**config.mk**
```make
export PLATFORM = sky130hd
export DESIGN_NAME = spi_bus_arbiter
export DESIGN_NICKNAME = d
export VERILOG_FILES = /design/src/rtl/spi_pkg.sv /design/src/rtl/spi_rr_arbiter.sv /design/src/rtl/spi_bus_arbiter.sv
export SDC_FILE = /design/constraint.sdc
export NUM_CORES = 1
export LEC_CHECK = 0
export CAP_MARGIN = 20
export CORE_ASPECT_RATIO = 0.9
export CORE_UTILIZATION = 35
export DETAILED_ROUTE_END_ITERATION = 10
export GPL_TIMING_DRIVEN = 0
export SYNTH_ARGS = -nofsm -noshare
export SYNTH_HDL_FRONTEND = slang
export SYNTH_SLANG_ARGS = --single-unit
```
**constraint.sdc**
```tcl
create_clock -name clk -period 3.9 [get_ports clk]
set_input_delay 1.17 -clock clk [delete_from_list [all_inputs] [get_ports clk]]
set_output_delay 1.17 -clock clk [all_outputs]
set_load 0.05 [all_outputs]
```
**src/rtl/spi_pkg.sv**
```systemverilog
// Shared definitions for the SPI bus arbiter: FSM encoding and default geometry.
// Latency: n/a (types and constants only).
// Backpressure: n/a.
package spi_pkg;

  localparam int SPI_LENGTH = 8;
  localparam int SPI_NREQ   = 4;
  localparam int SPI_DIV    = 2;

  // Rising Sclk edges per frame: one slave dummy edge plus one per data bit.
  function automatic int frame_edges(input int len);
    return len + 1;
  endfunction

  localparam int SPI_FRAME_EDGES = frame_edges(SPI_LENGTH);

  typedef enum logic [2:0] {
    ST_IDLE  = 3'd0,
    ST_SETUP = 3'd1,
    ST_XFER  = 3'd2,
    ST_HOLD  = 3'd3,
    ST_DONE  = 3'd4
  } spi_state_e;

endpackage

```
**src/rtl/spi_rr_arbiter.sv**
```systemverilog
// Round-robin pick: first set req bit at or after the pointer, wrapping around.
// Latency: purely combinational.
// Backpressure: none; caller samples the pick only when it can accept a new owner.
module spi_rr_arbiter #(
  parameter int NREQ = 4,
  parameter int PW   = 2
) (
  input  logic [NREQ-1:0] req_i,
  input  logic [PW-1:0]   ptr_i,
  output logic [NREQ-1:0] gnt_o,
  output logic            vld_o
);

  // Scan NREQ positions starting at the pointer; the first hit wins.
  always_comb begin
    int idx;
    logic [PW-1:0] sel;
    gnt_o = '0;
    vld_o = 1'b0;
    idx   = 0;
    sel   = '0;
    for (int i = 0; i < NREQ; i++) begin
      idx = int'(ptr_i) + i;
      if (idx >= NREQ) idx = idx - NREQ;
      sel = PW'(idx);
      if (!vld_o && req_i[sel]) begin
        gnt_o[sel] = 1'b1;
        vld_o      = 1'b1;
      end
    end
  end

endmodule

```
**src/rtl/spi_bus_arbiter.sv**
```systemverilog
// Round-robin SPI master sharing one Sclk/Mosi/Miso bus; one LSB-first frame per grant.
// Latency: grant 1 clk after req seen in IDLE; Cs low DIV + 2*DIV*(LENGTH+1) + DIV clks per frame.
// Backpressure: req is a held level; requests arriving mid-frame wait for IDLE.
// Optional feature macro: SPI_ARB_LOCK_EN (lock input keeps the owner's Cs low across frames).
module spi_bus_arbiter
  import spi_pkg::*;
#(
  parameter int LENGTH = SPI_LENGTH,
  parameter int NREQ   = SPI_NREQ,
  parameter int DIV    = SPI_DIV,
  parameter int CNT_W  = $clog2(SPI_FRAME_EDGES + 1)
) (
  input  logic                   clk,
  input  logic                   rst,
  input  logic [NREQ-1:0]        req,
  input  logic [NREQ*LENGTH-1:0] tx_data,
`ifdef SPI_ARB_LOCK_EN
  input  logic [NREQ-1:0]        lock,
`endif
  output logic [NREQ-1:0]        grant,
  output logic                   busy,
  output logic                   done,
  output logic [LENGTH-1:0]      rx_data,
  output logic                   Sclk,
  output logic                   Mosi,
  input  logic                   Miso,
  output logic [NREQ-1:0]        Cs
);

  localparam int PW    = (NREQ > 1) ? $clog2(NREQ) : 1;
  localparam int HW    = (DIV > 1) ? $clog2(DIV) : 1;
  localparam int EDGES = frame_edges(LENGTH);

  spi_state_e        state_q;
  logic [PW-1:0]     ptr_q, owner_q;
  logic [NREQ-1:0]   grant_q, cs_q;
  logic              busy_q, done_q, sclk_q, mosi_q, relock_q;
  logic [LENGTH-1:0] tx_sh_q, rx_sh_q, rx_q;
  logic [HW-1:0]     hp_cnt_q;
  logic [CNT_W-1:0]  edge_cnt_q;

  logic [NREQ-1:0]   pick_oh;
  logic              pick_vld;
  logic [PW-1:0]     pick_idx;
  logic [LENGTH-1:0] pick_word, own_word;
  logic              relock_d;
  logic              hp_wrap;

  spi_rr_arbiter #(.NREQ(NREQ), .PW(PW)) u_rr (
    .req_i (req),
    .ptr_i (ptr_q),
    .gnt_o (pick_oh),
    .vld_o (pick_vld)
  );

  // Decode the winning index and select the words for a new grant and a re-grant.
  always_comb begin
    pick_idx  = '0;
    pick_word = '0;
    own_word  = '0;
    for (int i = 0; i < NREQ; i++) begin
      if (pick_oh[i]) begin
        pick_idx  = PW'(i);
        pick_word = tx_data[i*LENGTH +: LENGTH];
      end
      if (owner_q == PW'(i)) own_word = tx_data[i*LENGTH +: LENGTH];
    end
  end

`ifdef SPI_ARB_LOCK_EN
  assign relock_d = lock[owner_q] & req[owner_q];
`else
  assign relock_d = 1'b0;
`endif

  assign hp_wrap = (hp_cnt_q == HW'(DIV - 1));

  // Frame sequencer: owns every registered output, Sclk generation and both shifters.
  always_ff @(posedge clk or posedge rst) begin
    if (rst) begin
      state_q    <= ST_IDLE;
      ptr_q      <= '0;
      owner_q    <= '0;
      grant_q    <= '0;
      cs_q       <= '1;
      busy_q     <= 1'b0;
      done_q     <= 1'b0;
      sclk_q     <= 1'b0;
      mosi_q     <= 1'b0;
      relock_q   <= 1'b0;
      tx_sh_q    <= '0;
      rx_sh_q    <= '0;
      rx_q       <= '0;
      hp_cnt_q   <= '0;
      edge_cnt_q <= '0;
    end else begin
      done_q <= 1'b0;
      case (state_q)
        ST_IDLE: begin
          if (pick_vld) begin
            owner_q    <= pick_idx;
            grant_q    <= pick_oh;
            cs_q       <= ~pick_oh;
            busy_q     <= 1'b1;
            tx_sh_q    <= pick_word;
            hp_cnt_q   <= '0;
            edge_cnt_q <= '0;
            state_q    <= ST_SETUP;
          end
        end
        ST_SETUP: begin
          if (hp_wrap) begin
            hp_cnt_q <= '0;
            state_q  <= ST_XFER;
          end else begin
            hp_cnt_q <= hp_cnt_q + 1'b1;
          end
        end
        ST_XFER: begin
          if (hp_wrap) begin
            hp_cnt_q <= '0;
            sclk_q   <= ~sclk_q;
            if (!sclk_q) begin
              // Rising edge: the first one is the slave's dummy edge, no sample.
              edge_cnt_q <= edge_cnt_q + 1'b1;
              if (edge_cnt_q != '0) rx_sh_q <= {Miso, rx_sh_q[LENGTH-1:1]};
            end else begin
              // Falling edge k drives tx bit k-1; the last falling edge ends the data phase.
              if (edge_cnt_q <= CNT_W'(LENGTH)) begin
                mosi_q  <= tx_sh_q[0];
                tx_sh_q <= tx_sh_q >> 1;
              end
              if (edge_cnt_q == CNT_W'(EDGES)) state_q <= ST_HOLD;
            end
          end else begin
            hp_cnt_q <= hp_cnt_q + 1'b1;
          end
        end
        ST_HOLD: begin
          if (hp_wrap) begin
            hp_cnt_q <= '0;
            done_q   <= 1'b1;
            rx_q     <= rx_sh_q;
            relock_q <= relock_d;
            state_q  <= ST_DONE;
            if (!relock_d) begin
              cs_q    <= '1;
              grant_q <= '0;
              busy_q  <= 1'b0;
              ptr_q   <= (owner_q == PW'(NREQ - 1)) ? '0 : owner_q + 1'b1;
            end
          end else begin
            hp_cnt_q <= hp_cnt_q + 1'b1;
          end
        end
        ST_DONE: begin
          if (relock_q) begin
            tx_sh_q    <= own_word;
            hp_cnt_q   <= '0;
            edge_cnt_q <= '0;
            state_q    <= ST_SETUP;
          end else begin
            state_q <= ST_IDLE;
          end
        end
        default: state_q <= ST_IDLE;
      endcase
    end
  end

  assign grant   = grant_q;
  assign busy    = busy_q;
  assign done    = done_q;
  assign rx_data = rx_q;
  assign Sclk    = sclk_q;
  assign Mosi    = mosi_q;
  assign Cs      = cs_q;

endmodule

```
==> results of run 1 <==
-- what timing repair did --
item / in CTS / in global routing
resized for setup: 0 / 2
setup buffers: 0 / 0
endpoints found under the setup margin: 0 / 5
-- routing by layer --
layer  vias to the layer above  global-route usage
li1                       1259                   -
met5                         -                   0
met1                      1231              0.2597
met4                         0             0.04289
met2                        81              0.2818
met3                        10             0.03733
-- logic make-up after synthesis --
family / Yosys count
mux: 17
flops: 48
simple gates: 111
xor+xnor: 4
fa+ha+maj: 11
buf+inv: 31
compound gates: 86
-- worst paths after layout --
| kind | cells after the start | to | startpoint | slack, ns |
|---|---|---|---|---|
| min in group asynchronous | 2 | Mosi$_DFFE_PP0P_ | rst | 1.21 |
| max in group asynchronous | 3 | Cs[0]$_DFFE_PP1P_ | rst | 2.10 |
| min reg2reg | 2 | rx_data[0]$_DFFE_PP0P_ | rx_sh_q[0]$_DFFE_PP0P_ | 0.48 |
| max reg2reg | 9 | tx_sh_q[3]$_DFFE_PP0P_ | ptr_q[0]$_DFFE_PP0P_ | 0.57 |
| max | 7 | tx_sh_q[1]$_DFFE_PP0P_ | req[1] | 0.20 |
| min | 2 | rx_data[0]$_DFFE_PP0P_ | rx_sh_q[0]$_DFFE_PP0P_ | 0.48 |
-- state kept, by name, summed over array words and instances, names as in the netlist, 2 cells and up --
name,cells
edge_cnt_q,4
Cs,4
owner_q,2
rx_data,8
grant,4
state_q,3
ptr_q,2
tx_sh_q,8
rx_sh_q,8
-- metrics by stage --
stage / instances / cell area (um2) / utilization / hold slack (ns) / worst slack (ns)
global placement: 481 / 3721 / 0.4547 / 0.4541 / -0.2291
CTS: 490 / 3879 / 0.4739 / 0.4887 / 0.06698
floorplan: 308 / 2997 / - / 0.4348 / 0.9642
detailed placement: 482 / 3741 / 0.4571 / 0.4617 / -0.2645
finish: 490 / 3894 / 0.4758 / 0.4768 / 0.2018
global route: 490 / 3894 / 0.4758 / 0.5196 / 0.08093
-- worst min-delay path: stages, from the launching register on --
cell,delay (ns)
dfrtp_1,0.36
nand2_1,0.05
nand2_1,0.05
-- area by class of cell --
type / count / area [um2]
plain buffers: 18 / 96.34
clock buffers: 5 / 68.82
clock inverters: 3 / 68.82
fillers: 785 / 4290
inverters: 13 / 48.80
multi-input cells: 229 / 1660
flip-flops and latches: 48 / 1206
well taps: 115 / 143.9
repair buffers: 59 / 600.6
-- layout by cell type (no fill, tap or decap), types with 5 or more instances in the layout --
cell type,count
inv_1,11
o211ai_1,9
a211oi_1,6
and2_1,8
a21oi_1,15
o21ai_0,6
clkbuf_1,8
clkdlybuf4s50_1,58
mux2_2,9
clkbuf_8,5
nand2_1,48
nor4b_1,6
ha_1,11
a2111oi_2,5
buf_2,7
mux2i_1,5
dfrtp_1,44
a311oi_1,6
nor2_1,22
o21bai_1,8
-- power by group --
part           switching (mW)  internal [mW]  leakage, nW
clock                   0.190          0.258       0.0687
combinational            1.13          0.729        0.973
sequential              0.104          0.661        0.621
total                    1.43           1.65         1.66
==> out/metrics.cfg, run 1 <==
[sta]
fin_crit_ns = 3.698
max_slew.worst_pin.slew_ns = 1.102
drv_slew = 0
slew_headroom = 0.2600
finalSetupViolations = 0
fin_crit_sh = 0.9482
final.setup_skew_ns = 0.003875
fmax_mhz = 270.4
grt_setup_unrepaired = false
hold_viol = 0
finalSetupTns_ns = 0

[clock_tree]
cts-root-buf = clkbuf_8
clk_latency_ns = 0.31
htreeDepth = 2
cts.hold.buffers_added = 0
cts_tree = yes
cts.sinks = 48
cts_buffers = 5
cts_max_path_buffers = 2
clkTransAtPathRegs_ns = 0.10

[synthesis]
synth_area_leader_cell = dfrtp_1
synth.area.mux_share = 0.07557
yosysWarnings = 0
ys.flop_type = dfrtp_1
netlist.area_leader.share = 0.3674
synth_common_cells = nand2_1 (48), dfrtp_1 (44), nor2_1 (22), a21oi_1 (15), inv_1 (12)
synthTopCellsByArea = dfrtp_1 (37%), nand2_1 (6.0%), ha_1 (4.6%), dfstp_2 (3.5%), mux2_2 (3.4%)
synth.net_count = 358
yosysSeqAreaShare = 0.4025
ys_async_sr_fraction = 1.000
synth_edf_count = 0
synth_top_family_by_area = compound AO/OA/AOI/OAI gates
synth_simple_gate_area_frac = 0.1866
synthAdderAreaFrac = 0.04593
synth_most_common_cell = nand2_1
synthCells = 308
synth-compound-area-share = 0.2292
synth_xor_area_frac = 0.01169
syn_avg_cell_area_um2 = 9.729
ys_ff_latch = 48
syn-cell-area_um2 = 2997
synthDistinctLibCells = 60

[layout]
final_nets = 424
area_growth_pct = 29.94
antenna_cells = 0
drive_above_1_share = 0.1280

[placed_design]
portBuffers = 58
dp_hpwl_um = 5630
globalplace.congestion = 0.8684

[drt]
top_layer_used = met4
dr_wl_met3_um = 414
route.met2.wl_um = 3369
num_vias = 2581
post-route-drc-count = 0
wl_met1_um = 3976
wl_per_cell_um = 16.07
drt-total-wl_um = 7873
vias_per_cell = 5.267
drt-initial-drc-count = 83
drtAntennaViolNets = 0
first_pass_iters = 4

[pwr]
power_density_nw_per_um2 = 789.9
vdd_drop_max_v = 0.0004388
p_total_mw = 3.076
p_leak_nw = 1.663

[die]
die_y_um = 89.78
design.portCount = 59
rows = 31
start_util = 0.3662
die-area_um2 = 8936
core-area_um2 = 8184
fp.dieW_um = 99.54

[global_routing]
grt_pass1_vias = 2533
grt_max_degree = 26
antenna_found_initial = 0
grt_pass1_wl_um = 12900
grt_overflow_total = 0
grt.total_usage = 0.1817

[critical_path]
crit_path_end_kind = flip-flop
path_cells = clkdlybuf4s50_1, mux4_2, and2b_1, a22oi_1, nor3_1, o211ai_1, a21oi_1
crit_required_ns = 4.13
critical_path_class = input pin to flip-flop
cp.arrival_ns = 3.93
critPathMaxFanout = 8
cpPeakStageDelay_ns = 0.86
critical-path-top-delay-family = simple AND/OR/NAND/NOR gates
slowest_stage = nor3_1
cp-start-kind = input pin
path_buf_inv = 1

[outcome]
status = finished, final reports clean

[run]
cap_viol_max_count = 0

[min_path]
hold_class = flip-flop to flip-flop

Power figures use the tool's default switching activity.
==> run 2, diff against run 1 <==
clock period = 3.6 ns   (was 3.9 ns; I/O delays follow)
==> out/metrics.cfg, run 2 (synthesis results as in run 1) <==
[outcome]
status = finished, final reports clean

[placed_design]
globalplace.congestion = 0.8684  ; unchanged
dp_hpwl_um = 5630  ; unchanged
portBuffers = 58  ; unchanged
dp_cells = 482  ; unchanged

[pwr]
pwr-share-comb = 0.607  ; +0.002
p_total_mw = 3.347  ; +8.8%
switching_power_mw = 1.550  ; +8.6%
vdd_drop_max_v = 0.0004773  ; +8.8%
switching_share = 0.4630  ; -0.0009923
p_leak_nw = 1.671  ; +0.52%
pwr-share-seq = 0.248  ; about the same
power_density_nw_per_um2 = 854.2  ; +8.1%
clockPowerShare = 0.145  ; about the same
p_int_mw = 1.798  ; +9.0%

[run]
cap_viol_max_count = 0  ; unchanged

[layout]
final_nets = 425  ; +0.24%
fin_util = 0.4788  ; +0.003058
final_cell_mix = clkdlybuf4s50_1 (58), nand2_1 (48), dfrtp_1 (44)
antenna_cells = 0  ; unchanged
instances_no_fill = 491  ; +0.20%
drive_above_1_share = 0.1356  ; +0.007638
final_common_cell = clkdlybuf4s50_1
area_growth_pct = 30.77

[clock_tree]
cts.sinks = 48  ; unchanged
cts_buffers = 5  ; unchanged
clk_latency_ns = 0.31  ; about the same
htreeDepth = 2  ; unchanged
clkTransAtPathRegs_ns = 0.10  ; about the same
cts.hold.buffers_added = 0  ; unchanged
cts_max_path_buffers = 2  ; unchanged
cts-root-buf = clkbuf_8
cts_tree = yes

[sta]
hold_viol = 0  ; unchanged
max_slew.worst_pin.slew_ns = 0.6084  ; -0.4932 ns
finalSetupViolations = 0  ; unchanged
final.setup_skew_ns = 0.004167  ; +0.0002924 ns
slew_headroom = 0.5922  ; +0.3322
fin_crit_ns = 3.453
fin_crit_sh = 0.9591
drv_slew = 0  ; unchanged
whs_ns = 0.4768  ; +0.000001000 ns
finalSetupTns_ns = 0  ; unchanged
fmax_mhz = 289.6

[drt]
drt-total-wl_um = 7925  ; +0.66%
wl_per_cell_um = 16.14  ; +0.46%
num_vias = 2578  ; -0.12%
drt-initial-drc-count = 105  ; +27%
post-route-drc-count = 0  ; unchanged
first_pass_iters = 4  ; unchanged
vias_per_cell = 5.251  ; -0.32%
drtAntennaViolNets = 0  ; unchanged

[critical_path]
critical_path_class = input pin to flip-flop
cpPeakStageDelay_ns = 0.63  ; -0.23 ns
critical-path-top-delay-family = compound AO/OA/AOI/OAI gates
critPathMaxFanout = 9  ; +1
slowest_stage = clkdlybuf4s50_1
cp.arrival_ns = 3.65  ; -0.28 ns
crit_required_ns = 3.79  ; -0.34 ns
path_buf_inv = 2  ; +1
crit_path_end_kind = flip-flop
path_cells = clkdlybuf4s50_1, or3b_1, a2111oi_4, o21ai_2, and2_1, clkbuf_1, a311oi_1, a21oi_1
cp-start-kind = input pin

[global_routing]
grt_max_degree = 26  ; unchanged
grt_overflow_total = 0  ; unchanged
grt_pass1_vias = 2534  ; +0.039%
grt.total_usage = 0.1819  ; about the same
grt_pass1_wl_um = 12900  ; about the same
busiest_layer = met2
antenna_found_initial = 0  ; unchanged
grtUsageMet1 = 0.2602  ; +0.0004975
met2_usage = 0.2818  ; unchanged
use_met3 = 0.03733  ; unchanged

[die]
design.portCount = 59  ; unchanged
core-area_um2 = 8184  ; unchanged
die_y_um = 89.78  ; unchanged
die-area_um2 = 8936  ; unchanged
rows = 31  ; unchanged
start_util = 0.3662  ; unchanged
fp.dieW_um = 99.54  ; unchanged

[min_path]
hold_class = flip-flop to flip-flop

[run 2: changes by cell type in the layout (fill, tap and decap cells not counted), sizes merged]
cell | previous run | this run
buf | 11 | 12
[run 2: layout make-up]
class / instances / area (um2)
Fill cell: 778 / 4265
Multi-Input combinational cell: 229 / 1678
Sequential cell: 48 / 1206
Timing Repair Buffer: 60 / 608.1
Tap cell: 115 / 143.9
Buffer: 18 / 96.34
Clock buffer: 5 / 68.82
Clock inverter: 3 / 68.82
Inverter: 13 / 48.80
[run 2: tightest hold or removal path, stage by stage (launching register included)]
cell and delay (ns):
dfrtp_1 0.36, nand2_1 0.05, nand2_1 0.05
[run 2: power by group through the flow]
stage               combinational [mW]  clock (mW)  sequential (mW)
floorplan                         1.25           0             1.05
detailed placement                2.00           0            0.837
global placement                  1.97           0            0.839
finish                            2.03       0.487            0.829
global route                      2.21       0.514            0.852
CTS                               2.02       0.498            0.831
[run 2: final timing paths]
check,start,end,slack (ns),cells after the start
max,req[2],tx_sh_q[7]$_DFFE_PP0P_,0.15,8
min,rx_sh_q[0]$_DFFE_PP0P_,rx_data[0]$_DFFE_PP0P_,0.48,2
max reg2reg,ptr_q[0]$_DFFE_PP0P_,tx_sh_q[7]$_DFFE_PP0P_,0.36,9
min reg2reg,rx_sh_q[0]$_DFFE_PP0P_,rx_data[0]$_DFFE_PP0P_,0.48,2
max in group asynchronous,rst,Cs[0]$_DFFE_PP1P_,1.89,3
min in group asynchronous,rst,tx_sh_q[0]$_DFFE_PP0P_,1.12,2
[run 2: metal layers]
metal | vias up | part of all wire | wire length (um)
met4 | 0 | 0.010 | 82
met1 | 1231 | 0.50 | 3955
li1 | 1261 | - | -
met3 | 8 | 0.054 | 427
met2 | 78 | 0.44 | 3460
met5 | - | 0 | 0
[run 2: per-stage QoR]
step,setup WS (ns),area [um2]
6_report,0.1471,3919
5_1_grt,-0.007840,3919
4_1_cts,0.06997,3894
3_5_place_dp,-0.4745,3741
3_3_place_gp,-0.4391,3721
2_1_floorplan,0.7542,2997
[run 2: repair_timing]
action,CTS,global route
setup buffers,0,1
pin swaps,0,2
resized for setup,2,3
endpoints found under the setup margin,5,8
cloned,0,0
